`config.mk`:
```
export PLATFORM = sky130hd
export DESIGN_NAME = spi_rom_burst_reader_flat
export DESIGN_NICKNAME = d
export VERILOG_FILES = /design/src/rtl/spi_rom_burst_reader_pkg.sv /design/src/rtl/spi_rom_burst_reader_if.sv /design/src/rtl/spi_rom_burst_reader_sclk_gen.sv /design/src/rtl/spi_rom_burst_reader.sv /design/src/flat_wrapper.sv
export SDC_FILE = /design/constraint.sdc
export NUM_CORES = 1
export LEC_CHECK = 0
export BUFFER_PORTS_ARGS = -buffer_cell sky130_fd_sc_hd__buf_2
export CORE_MARGIN = 5
export CORE_UTILIZATION = 52
export DETAILED_ROUTE_END_ITERATION = 8
export PLACE_DENSITY_LB_ADDON = 0.2
export SYNTH_ARGS = -nofsm -noshare
export SYNTH_HDL_FRONTEND = slang
export SYNTH_SLANG_ARGS = --single-unit
```
`constraint.sdc`:
```
create_clock -name clk -period 2.1 [get_ports clk]
set_input_delay 0.315 -clock clk [delete_from_list [all_inputs] [get_ports clk]]
set_output_delay 0.315 -clock clk [all_outputs]
set_load 0.005 [all_outputs]
```
`src/rtl/spi_rom_burst_reader_pkg.sv`:
```
// Shared types and constants for the SPI flash burst reader.
package spi_rom_burst_reader_pkg;

   typedef enum logic [2:0] {
      ST_IDLE  = 3'd0,
      ST_CMD   = 3'd1,
      ST_ADDR  = 3'd2,
      ST_DUMMY = 3'd3,
      ST_DATA  = 3'd4,
      ST_GAP   = 3'd5
   } state_t;

   localparam logic [7:0] CMD_READ  = 8'h03;
   localparam logic [7:0] CMD_QREAD = 8'h6B;

   // Next receive byte: one bit from io1 in single mode, one nibble from io[3:0] in quad mode.
   function automatic logic [7:0] rx_shift(input logic [7:0] rx, input logic quad,
                                           input logic [3:0] din);
      logic [7:0] nxt;
      if (quad) begin
         nxt = {rx[3:0], din};
      end else begin
         nxt = {rx[6:0], din[1]};
      end
      return nxt;
   endfunction

endpackage

```
`src/rtl/spi_rom_burst_reader_if.sv`:
```
// Request / byte-stream bundle between the line fetcher (master) and the reader (slave).
interface spi_rom_burst_reader_if #(
   parameter int ADDR_W = 24,
   parameter int LEN_W  = 10
) ();
   logic              quad;
   logic              start;
   logic [ADDR_W-1:0] addr;
   logic [LEN_W-1:0]  len;
   logic              abort;
   logic              busy;
   logic              done;
   logic [7:0]        out_data;
   logic              out_valid;
   logic              out_ready;

   modport master (output quad, start, addr, len, abort, out_ready,
                   input  busy, done, out_data, out_valid);
   modport slave  (input  quad, start, addr, len, abort, out_ready,
                   output busy, done, out_data, out_valid);
endinterface

```
`src/rtl/spi_rom_burst_reader_sclk_gen.sv`:
```
// SCLK divider: CLK_DIV clk cycles per half-period, idle low. A stall only blocks the
// next rising edge, so SCLK parks low. 'fall' marks the clk edge that ends a high phase.
module spi_rom_burst_reader_sclk_gen #(
   parameter int CLK_DIV = 1
) (
   input  logic clk,
   input  logic rst_n,
   input  logic run,
   input  logic stall,
   output logic sclk,
   output logic fall
);
   localparam int CNT_W = (CLK_DIV > 1) ? $clog2(CLK_DIV) : 1;
   localparam logic [CNT_W-1:0] CNT_LAST = CNT_W'(CLK_DIV - 1);

   logic [CNT_W-1:0] cnt_r;
   logic             sclk_r;

   assign sclk = sclk_r;
   assign fall = run && sclk_r && (cnt_r == CNT_LAST);

   // Half-period counter and SCLK toggle, rises held off while stalled
   always_ff @(posedge clk or negedge rst_n) begin
      if (!rst_n) begin
         cnt_r  <= '0;
         sclk_r <= 1'b0;
      end else if (!run) begin
         cnt_r  <= '0;
         sclk_r <= 1'b0;
      end else if (cnt_r == CNT_LAST) begin
         if (sclk_r) begin
            sclk_r <= 1'b0;
            cnt_r  <= '0;
         end else if (!stall) begin
            sclk_r <= 1'b1;
            cnt_r  <= '0;
         end
      end else begin
         cnt_r <= cnt_r + 1'b1;
      end
   end
endmodule

```
`src/rtl/spi_rom_burst_reader.sv`:
```
// SPI flash burst reader: READ (0x03) or quad output fast read (0x6B), streams len+1 bytes
// out as valid/ready with SCLK back-pressure; abortable at any point of a burst.
module spi_rom_burst_reader
   import spi_rom_burst_reader_pkg::*;
#(
   parameter int ADDR_W  = 24,
   parameter int LEN_W   = 10,
   parameter int CLK_DIV = 1,
   parameter int DUMMY   = 8
) (
   input  logic                   clk,
   input  logic                   rst_n,
   spi_rom_burst_reader_if.slave  bus,
   output logic                   spi_cs_n,
   output logic                   spi_sclk,
   output logic                   spi_out0,
   output logic                   spi_oe0,
   input  logic [3:0]             spi_in
);
   localparam int TX_W  = 8 + ADDR_W;
   localparam int GAP_W = (CLK_DIV > 1) ? $clog2(2 * CLK_DIV) : 1;
   localparam logic [GAP_W-1:0] GAP_LAST   = GAP_W'(2 * CLK_DIV - 1);
   localparam logic [7:0]       ADDR_LAST  = 8'(ADDR_W - 1);
   localparam logic [7:0]       DUMMY_LAST = 8'(DUMMY - 1);

   state_t            state_r;
   logic              quad_r;
   logic [LEN_W-1:0]  len_r;
   logic [TX_W-1:0]   tx_r;
   logic [7:0]        rx_r;
   logic [7:0]        bits_r;
   logic [LEN_W:0]    byte_cnt_r;
   logic [GAP_W-1:0]  gap_cnt_r;
   logic              pend_r;
   logic              busy_r;
   logic              done_r;
   logic [7:0]        out_data_r;
   logic              out_valid_r;
   logic              cs_n_r;
   logic              out0_r;
   logic              oe0_r;

   logic              run_s;
   logic              fall_s;
   logic [7:0]        rx_next_s;
   logic              byte_end_s;
   logic              out_free_s;
   logic [7:0]        cmd_s;

   spi_rom_burst_reader_sclk_gen #(.CLK_DIV(CLK_DIV)) u_sclk_gen (
      .clk   (clk),
      .rst_n (rst_n),
      .run   (run_s),
      .stall (pend_r),
      .sclk  (spi_sclk),
      .fall  (fall_s)
   );

   // Run the clock in the active transfer states; the next byte value; output-reg availability
   always_comb begin
      run_s = 1'b0;
      case (state_r)
         ST_CMD, ST_ADDR, ST_DUMMY, ST_DATA: run_s = !bus.abort;
         default:                            run_s = 1'b0;
      endcase
      rx_next_s  = rx_shift(rx_r, quad_r, spi_in);
      byte_end_s = quad_r ? (bits_r == 8'd1) : (bits_r == 8'd7);
      out_free_s = !out_valid_r || bus.out_ready;
      cmd_s      = bus.quad ? CMD_QREAD : CMD_READ;
   end

   // Burst sequencer with command/address shifter, data shifter and output byte register
   always_ff @(posedge clk or negedge rst_n) begin
      if (!rst_n) begin
         state_r     <= ST_IDLE;
         quad_r      <= 1'b0;
         len_r       <= '0;
         tx_r        <= '0;
         rx_r        <= 8'h00;
         bits_r      <= 8'h00;
         byte_cnt_r  <= '0;
         gap_cnt_r   <= '0;
         pend_r      <= 1'b0;
         busy_r      <= 1'b0;
         done_r      <= 1'b0;
         out_data_r  <= 8'h00;
         out_valid_r <= 1'b0;
         cs_n_r      <= 1'b1;
         out0_r      <= 1'b0;
         oe0_r       <= 1'b1;
      end else begin
         done_r <= 1'b0;
         if (out_valid_r && bus.out_ready) begin
            out_valid_r <= 1'b0;
         end
         // A byte parked in the shift register moves out as soon as the output frees up
         if (pend_r && out_free_s) begin
            out_data_r  <= rx_r;
            out_valid_r <= 1'b1;
            pend_r      <= 1'b0;
         end
         case (state_r)
            ST_IDLE: begin
               if (bus.start) begin
                  quad_r     <= bus.quad;
                  len_r      <= bus.len;
                  tx_r       <= {cmd_s, bus.addr};
                  out0_r     <= cmd_s[7];
                  cs_n_r     <= 1'b0;
                  busy_r     <= 1'b1;
                  bits_r     <= 8'h00;
                  byte_cnt_r <= '0;
                  rx_r       <= 8'h00;
                  state_r    <= ST_CMD;
               end
            end
            ST_CMD, ST_ADDR, ST_DUMMY, ST_DATA: begin
               if (bus.abort) begin
                  state_r   <= ST_GAP;
                  cs_n_r    <= 1'b1;
                  oe0_r     <= 1'b1;
                  out0_r    <= 1'b0;
                  pend_r    <= 1'b0;
                  gap_cnt_r <= '0;
               end else if (fall_s) begin
                  case (state_r)
                     ST_CMD: begin
                        tx_r   <= {tx_r[TX_W-2:0], 1'b0};
                        out0_r <= tx_r[TX_W-2];
                        if (bits_r == 8'd7) begin
                           bits_r  <= 8'h00;
                           state_r <= ST_ADDR;
                        end else begin
                           bits_r <= bits_r + 8'd1;
                        end
                     end
                     ST_ADDR: begin
                        tx_r   <= {tx_r[TX_W-2:0], 1'b0};
                        out0_r <= tx_r[TX_W-2];
                        if (bits_r == ADDR_LAST) begin
                           bits_r  <= 8'h00;
                           out0_r  <= 1'b0;
                           oe0_r   <= !quad_r;
                           state_r <= (quad_r && (DUMMY > 0)) ? ST_DUMMY : ST_DATA;
                        end else begin
                           bits_r <= bits_r + 8'd1;
                        end
                     end
                     ST_DUMMY: begin
                        if (bits_r == DUMMY_LAST) begin
                           bits_r  <= 8'h00;
                           state_r <= ST_DATA;
                        end else begin
                           bits_r <= bits_r + 8'd1;
                        end
                     end
                     default: begin
                        rx_r <= rx_next_s;
                        if (byte_end_s) begin
                           bits_r     <= 8'h00;
                           byte_cnt_r <= byte_cnt_r + 1'b1;
                           if (out_free_s) begin
                              out_data_r  <= rx_next_s;
                              out_valid_r <= 1'b1;
                           end else begin
                              pend_r <= 1'b1;
                           end
                           if (byte_cnt_r == {1'b0, len_r}) begin
                              state_r   <= ST_GAP;
                              cs_n_r    <= 1'b1;
                              oe0_r     <= 1'b1;
                              gap_cnt_r <= '0;
                           end
                        end else begin
                           bits_r <= bits_r + 8'd1;
                        end
                     end
                  endcase
               end
            end
            ST_GAP: begin
               // /CS stays high for the minimum deselect time and until no byte is parked
               if (gap_cnt_r != GAP_LAST) begin
                  gap_cnt_r <= gap_cnt_r + 1'b1;
               end else if (!pend_r) begin
                  state_r <= ST_IDLE;
                  busy_r  <= 1'b0;
                  done_r  <= 1'b1;
               end
            end
            default: begin
               state_r <= ST_IDLE;
            end
         endcase
      end
   end

   assign spi_cs_n      = cs_n_r;
   assign spi_out0      = out0_r;
   assign spi_oe0       = oe0_r;
   assign bus.busy      = busy_r;
   assign bus.done      = done_r;
   assign bus.out_data  = out_data_r;
   assign bus.out_valid = out_valid_r;
endmodule

```
`src/flat_wrapper.sv`:
```
// flat-port wrapper written by rule: the top's interface ports become plain ports
module spi_rom_burst_reader_flat import spi_rom_burst_reader_pkg::*;
#(
   parameter int ADDR_W  = 24,
   parameter int LEN_W   = 10,
   parameter int CLK_DIV = 1,
   parameter int DUMMY   = 8
)
  (clk, rst_n, spi_cs_n, spi_sclk, spi_out0, spi_oe0, spi_in, bus_quad, bus_start, bus_addr, bus_len, bus_abort, bus_out_ready, bus_busy, bus_done, bus_out_data, bus_out_valid);
  spi_rom_burst_reader_if #(.ADDR_W(ADDR_W), .LEN_W(LEN_W)) bus_i ();
  input  logic clk;
  input  logic rst_n;
  output logic spi_cs_n;
  output logic spi_sclk;
  output logic spi_out0;
  output logic spi_oe0;
  input  logic [3:0] spi_in;
  input wire logic [$bits(bus_i.quad)-1:0] bus_quad;
  input wire logic [$bits(bus_i.start)-1:0] bus_start;
  input wire logic [$bits(bus_i.addr)-1:0] bus_addr;
  input wire logic [$bits(bus_i.len)-1:0] bus_len;
  input wire logic [$bits(bus_i.abort)-1:0] bus_abort;
  input wire logic [$bits(bus_i.out_ready)-1:0] bus_out_ready;
  output wire logic [$bits(bus_i.busy)-1:0] bus_busy;
  output wire logic [$bits(bus_i.done)-1:0] bus_done;
  output wire logic [$bits(bus_i.out_data)-1:0] bus_out_data;
  output wire logic [$bits(bus_i.out_valid)-1:0] bus_out_valid;
  assign bus_i.quad = bus_quad;
  assign bus_i.start = bus_start;
  assign bus_i.addr = bus_addr;
  assign bus_i.len = bus_len;
  assign bus_i.abort = bus_abort;
  assign bus_i.out_ready = bus_out_ready;
  assign bus_busy = bus_i.busy;
  assign bus_done = bus_i.done;
  assign bus_out_data = bus_i.out_data;
  assign bus_out_valid = bus_i.out_valid;
  spi_rom_burst_reader #(.ADDR_W(ADDR_W), .LEN_W(LEN_W), .CLK_DIV(CLK_DIV), .DUMMY(DUMMY)) u_core (.clk(clk), .rst_n(rst_n), .bus(bus_i), .spi_cs_n(spi_cs_n), .spi_sclk(spi_sclk), .spi_out0(spi_out0), .spi_oe0(spi_oe0), .spi_in(spi_in));
endmodule
```
==> impl_metrics.py <==
metrics = {
    "layout": {
        "layout-drive-gt1-share_pct": 27.5,
        "fin_area_sq_um": 5490,
        "n_antenna_cell": 0,
        "area_growth_pct": 21.9,
        "stdcell_count": 649,
        "fill_cells": 732,
        "finalNetCount": 583,
        "final_util_pct": 63.9,
    },
    "synth": {
        "synth.avg_cell_area_sq_um": 9.78,
        "yosysWarnings": 0,
        "synth_edf_count": 0,
        "synth_area_sq_um": 4510,
        "async_flop_share_pct": 100,
        "ys_types": 62,
        "syn_inst": 461,
        "synth_fp_nets": 508,
        "seq_area_frac_synth_pct": 49.5,
        "ys.flop_type": "dfrtp_1",
        "synth-seq-cells": 89,
    },
    "placement": {
        "dp_slack_ns": -0.155,
        "dp_hpwl_mm": 7.09,
        "place_area_sq_um": 5100,
        "dp_cells": 628,
        "gp_routability_congestion": 0.861,
        "place.port_buffers": 58,
    },
    "detailed_routing": {
        "drc": 0,
        "firstDrtPassIters": 4,
        "drt-total-wl_mm": 10.5,
        "wl_per_cell_um": 16.2,
        "drt_iter0_drc": 226,
        "num_vias": 3725,
        "via_per_inst": 5.74,
        "detail-route-antenna-nets": 0,
    },
    "sta": {
        "setup_viol": 5,
        "timing_hold_violations_final": 0,
        "worstMarginPinSlew_ns": 0.543,
        "max_freq_mhz": 471,
        "fin_worst_skew_ns": 0.0130,
        "slew_headroom_pct": 63.4,
        "rsz0062_at_grt": "yes",
        "worst_hold_slack_ns": 0.153,
        "setup_slack_ns": -0.0231,
        "drv_slew": 0,
        "timing.final.crit_share_pct": 101,
        "min_period_ns": 2.12,
    },
    "die": {
        "rows": 34,
        "io_pins": 59,
        "start_util_pct": 52.4,
        "dieHeight_um": 103,
        "dieArea_sq_um": 10600,
        "fp.dieW_um": 103,
        "coreArea_sq_um": 8590,
    },
    "clock_tree": {
        "cts_root_buffer": "clkbuf_8",
        "clock_sinks": 89,
        "cts_tree": "done",
        "insertion_delay_ns": 0.36,
        "cts.path.max_buffers": 2,
        "cts.clk_slew.worst_paths_ns": 0.10,
        "cts_made_buffers": 9,
        "htreeDepth": 3,
    },
    "setup_path": {
        "cp_slowest_stage_delay_ns": 0.57,
        "end_kind": "flip-flop",
        "cp.buffers_inverters": 1,
        "ff2ff_setup_slack_ns": -0.02,
        "r2r_cells": 6,
        "worstSetupPathType": "flip-flop to flip-flop",
        "required_ns": 2.34,
        "cpMaxStageDelayCell": "or4_4",
        "critPathLaunchType": "flip-flop",
        "r2r-end": "u_core.byte_cnt_r[10]",
        "path_cells": "or4_4 > a211o_4 > buf_8 > a2111oi_4 > xnor2_1 > nor2_1",
        "r2r-start": "u_core.bits_r[3]",
        "arrival_ns": 2.36,
        "crit_fanout": 8,
        "path_delay_family": "compound AO/OA/AOI/OAI gates",
    },
    "global_routing": {
        "grt_max_degree": 62,
        "overflow": 0,
        "grt_pass1_vias": 3602,
        "track_usage_pct": 20.7,
        "grt_pass1_wl_mm": 17.3,
        "antenna_found_initial": 0,
    },
    "hold_path": {
        "whs_endpoint": "u_core.tx_r[0]",
        "worstHoldStart": "bus_addr[0]",
        "hold_class": "primary input to flip-flop",
        "worstHoldPathCells": 3,
    },
    "pwr": {
        "power.leakage_nw": 2.53,
        "power_density_nw_per_um2": 1440,
        "peakVddDrop_mv": 0.668,
    },
    "run_status": {
        "outcome": "finished with violations",
        "violations": "negative setup slack",
    },
    "flow_run": {
        "timing.max_cap.violations": 0,
    },
}
==> cell families after synthesis <==
kind of cell | synth area share, %
AND/OR/NAND/NOR | 17.6
adder cells (fa/ha/maj) | 0.833
flip-flops | 49.5
multiplexers | 8.58
AO/OA/AOI/OAI | 16.1
XOR/XNOR | 4.28
buffers and inverters | 3.16
==> state kept, by name, indices dropped and copies added (netlist names), 3 cells and up <==
name and cells:
u_core.state_r 3, u_core.len_r 10, u_core.byte_cnt_r 11, u_core.rx_r 8
u_core.tx_r 31, u_core.bits_r 8, u_core.bus.out_data 8
==> cell type report <==
type / instances / area [sq um] / area share, %
inverter: 10 / 37.5 / 0.683
sequential: 89 / 2230 / 40.6
clock inverter: 6 / 73.8 / 1.34
tap: 108 / 135 / 2.46
timing repair buffer: 89 / 611 / 11.1
clock buffer: 10 / 138 / 2.51
multi-input combinational: 337 / 2270 / 41.3
==> worst max path at each step <==
| stage | from | to | cells after the start |
|---|---|---|---|
| floorplan | u_core.bits_r[3] | u_core.gap_cnt_r | 5 |
| finish | u_core.bits_r[3] | u_core.byte_cnt_r[10] | 6 |
| global placement | u_core.bits_r[3] | u_core.state_r[1] | 6 |
| CTS | u_core.bits_r[3] | u_core.bits_r[7] | 5 |
| detailed placement | u_core.bits_r[3] | u_core.gap_cnt_r | 5 |
| global route | u_core.bits_r[3] | u_core.byte_cnt_r[9] | 6 |
==> report_power, final <==
part	internal (mW)	switching, mW	leakage [nW]
combinational	1.69	2.18	1.33
sequential	2.34	0.454	1.10
clock	0.600	0.668	0.101
==> what timing repair did <==
action	in CTS	in global routing
pin swaps	2	13
hold endpoints to repair	26	0
setup buffers	0	3
gates cloned	0	1
hold buffers	1	0
resized for setup	7	19
endpoints found under the setup margin	11	47
==> layer usage <==
layer	GRT usage, %	up-vias	share of wire, %
met5	0	-	0
met4	7.07	0	1.6
met3	3.99	16	4.4
met2	34.0	90	49
met1	27.4	1842	45
li1	-	1777	-
==> worst min-delay path, stage by stage <==
cell and delay [ns]:
buf_2 0.07, nand2_1 0.04, o21ai_0 0.06
==> cells in the final DEF, fill, tap and decap left out, drive strengths merged, types with 2 or more instances in the layout <==
master / instances
and3: 3
a21oi: 18
or2: 2
or3: 3
and2: 4
a22o: 4
nand2: 74
o31ai: 9
nor3: 2
inv: 13
nand3: 11
mux2: 13
a21boi: 3
nor2: 49
a2111oi: 4
o21ai: 17
mux2i: 24
or4: 2
dfstp: 2
a31oi: 25
dfrtp: 87
xor2: 3
nor2b: 6
a211oi: 8
nor4: 4
a211o: 2
buf: 87
nand2b: 2
clkinvlp: 2
nand3b: 3
a21o: 2
ha: 3
clkbuf: 11
xnor2: 19
nand4: 4
==> synth_stat cells, types with 4 or more instances <==
master     n  area [sq um]
o31ai_1    8          60.1
mux2i_1   24           240
nor2b_1    6          37.5
xnor2_1   19           166
and2_1     4          25.0
a21oi_1   18          90.1
o21ai_0   17          85.1
clkbuf_1  21          78.8
nand4_1    4          25.0
a31oi_1   25           156
inv_1     10          37.5
nand2_1   73           274
mux2_2    13           146
nor2_1    49           184
nand3_1   11          55.1
dfrtp_1   87          2180
a211oi_1   8          60.1
==> stage by stage <==
stage,setup TNS (ns),power (mW)
after floorplan,0,5.19
after global placement,-0.166,6.27
after detailed placement,-0.578,6.40
after CTS,-0.0544,7.72
after global routing,-0.998,8.55
final,-0.0696,7.93
(Power assumes the default switching activity.)
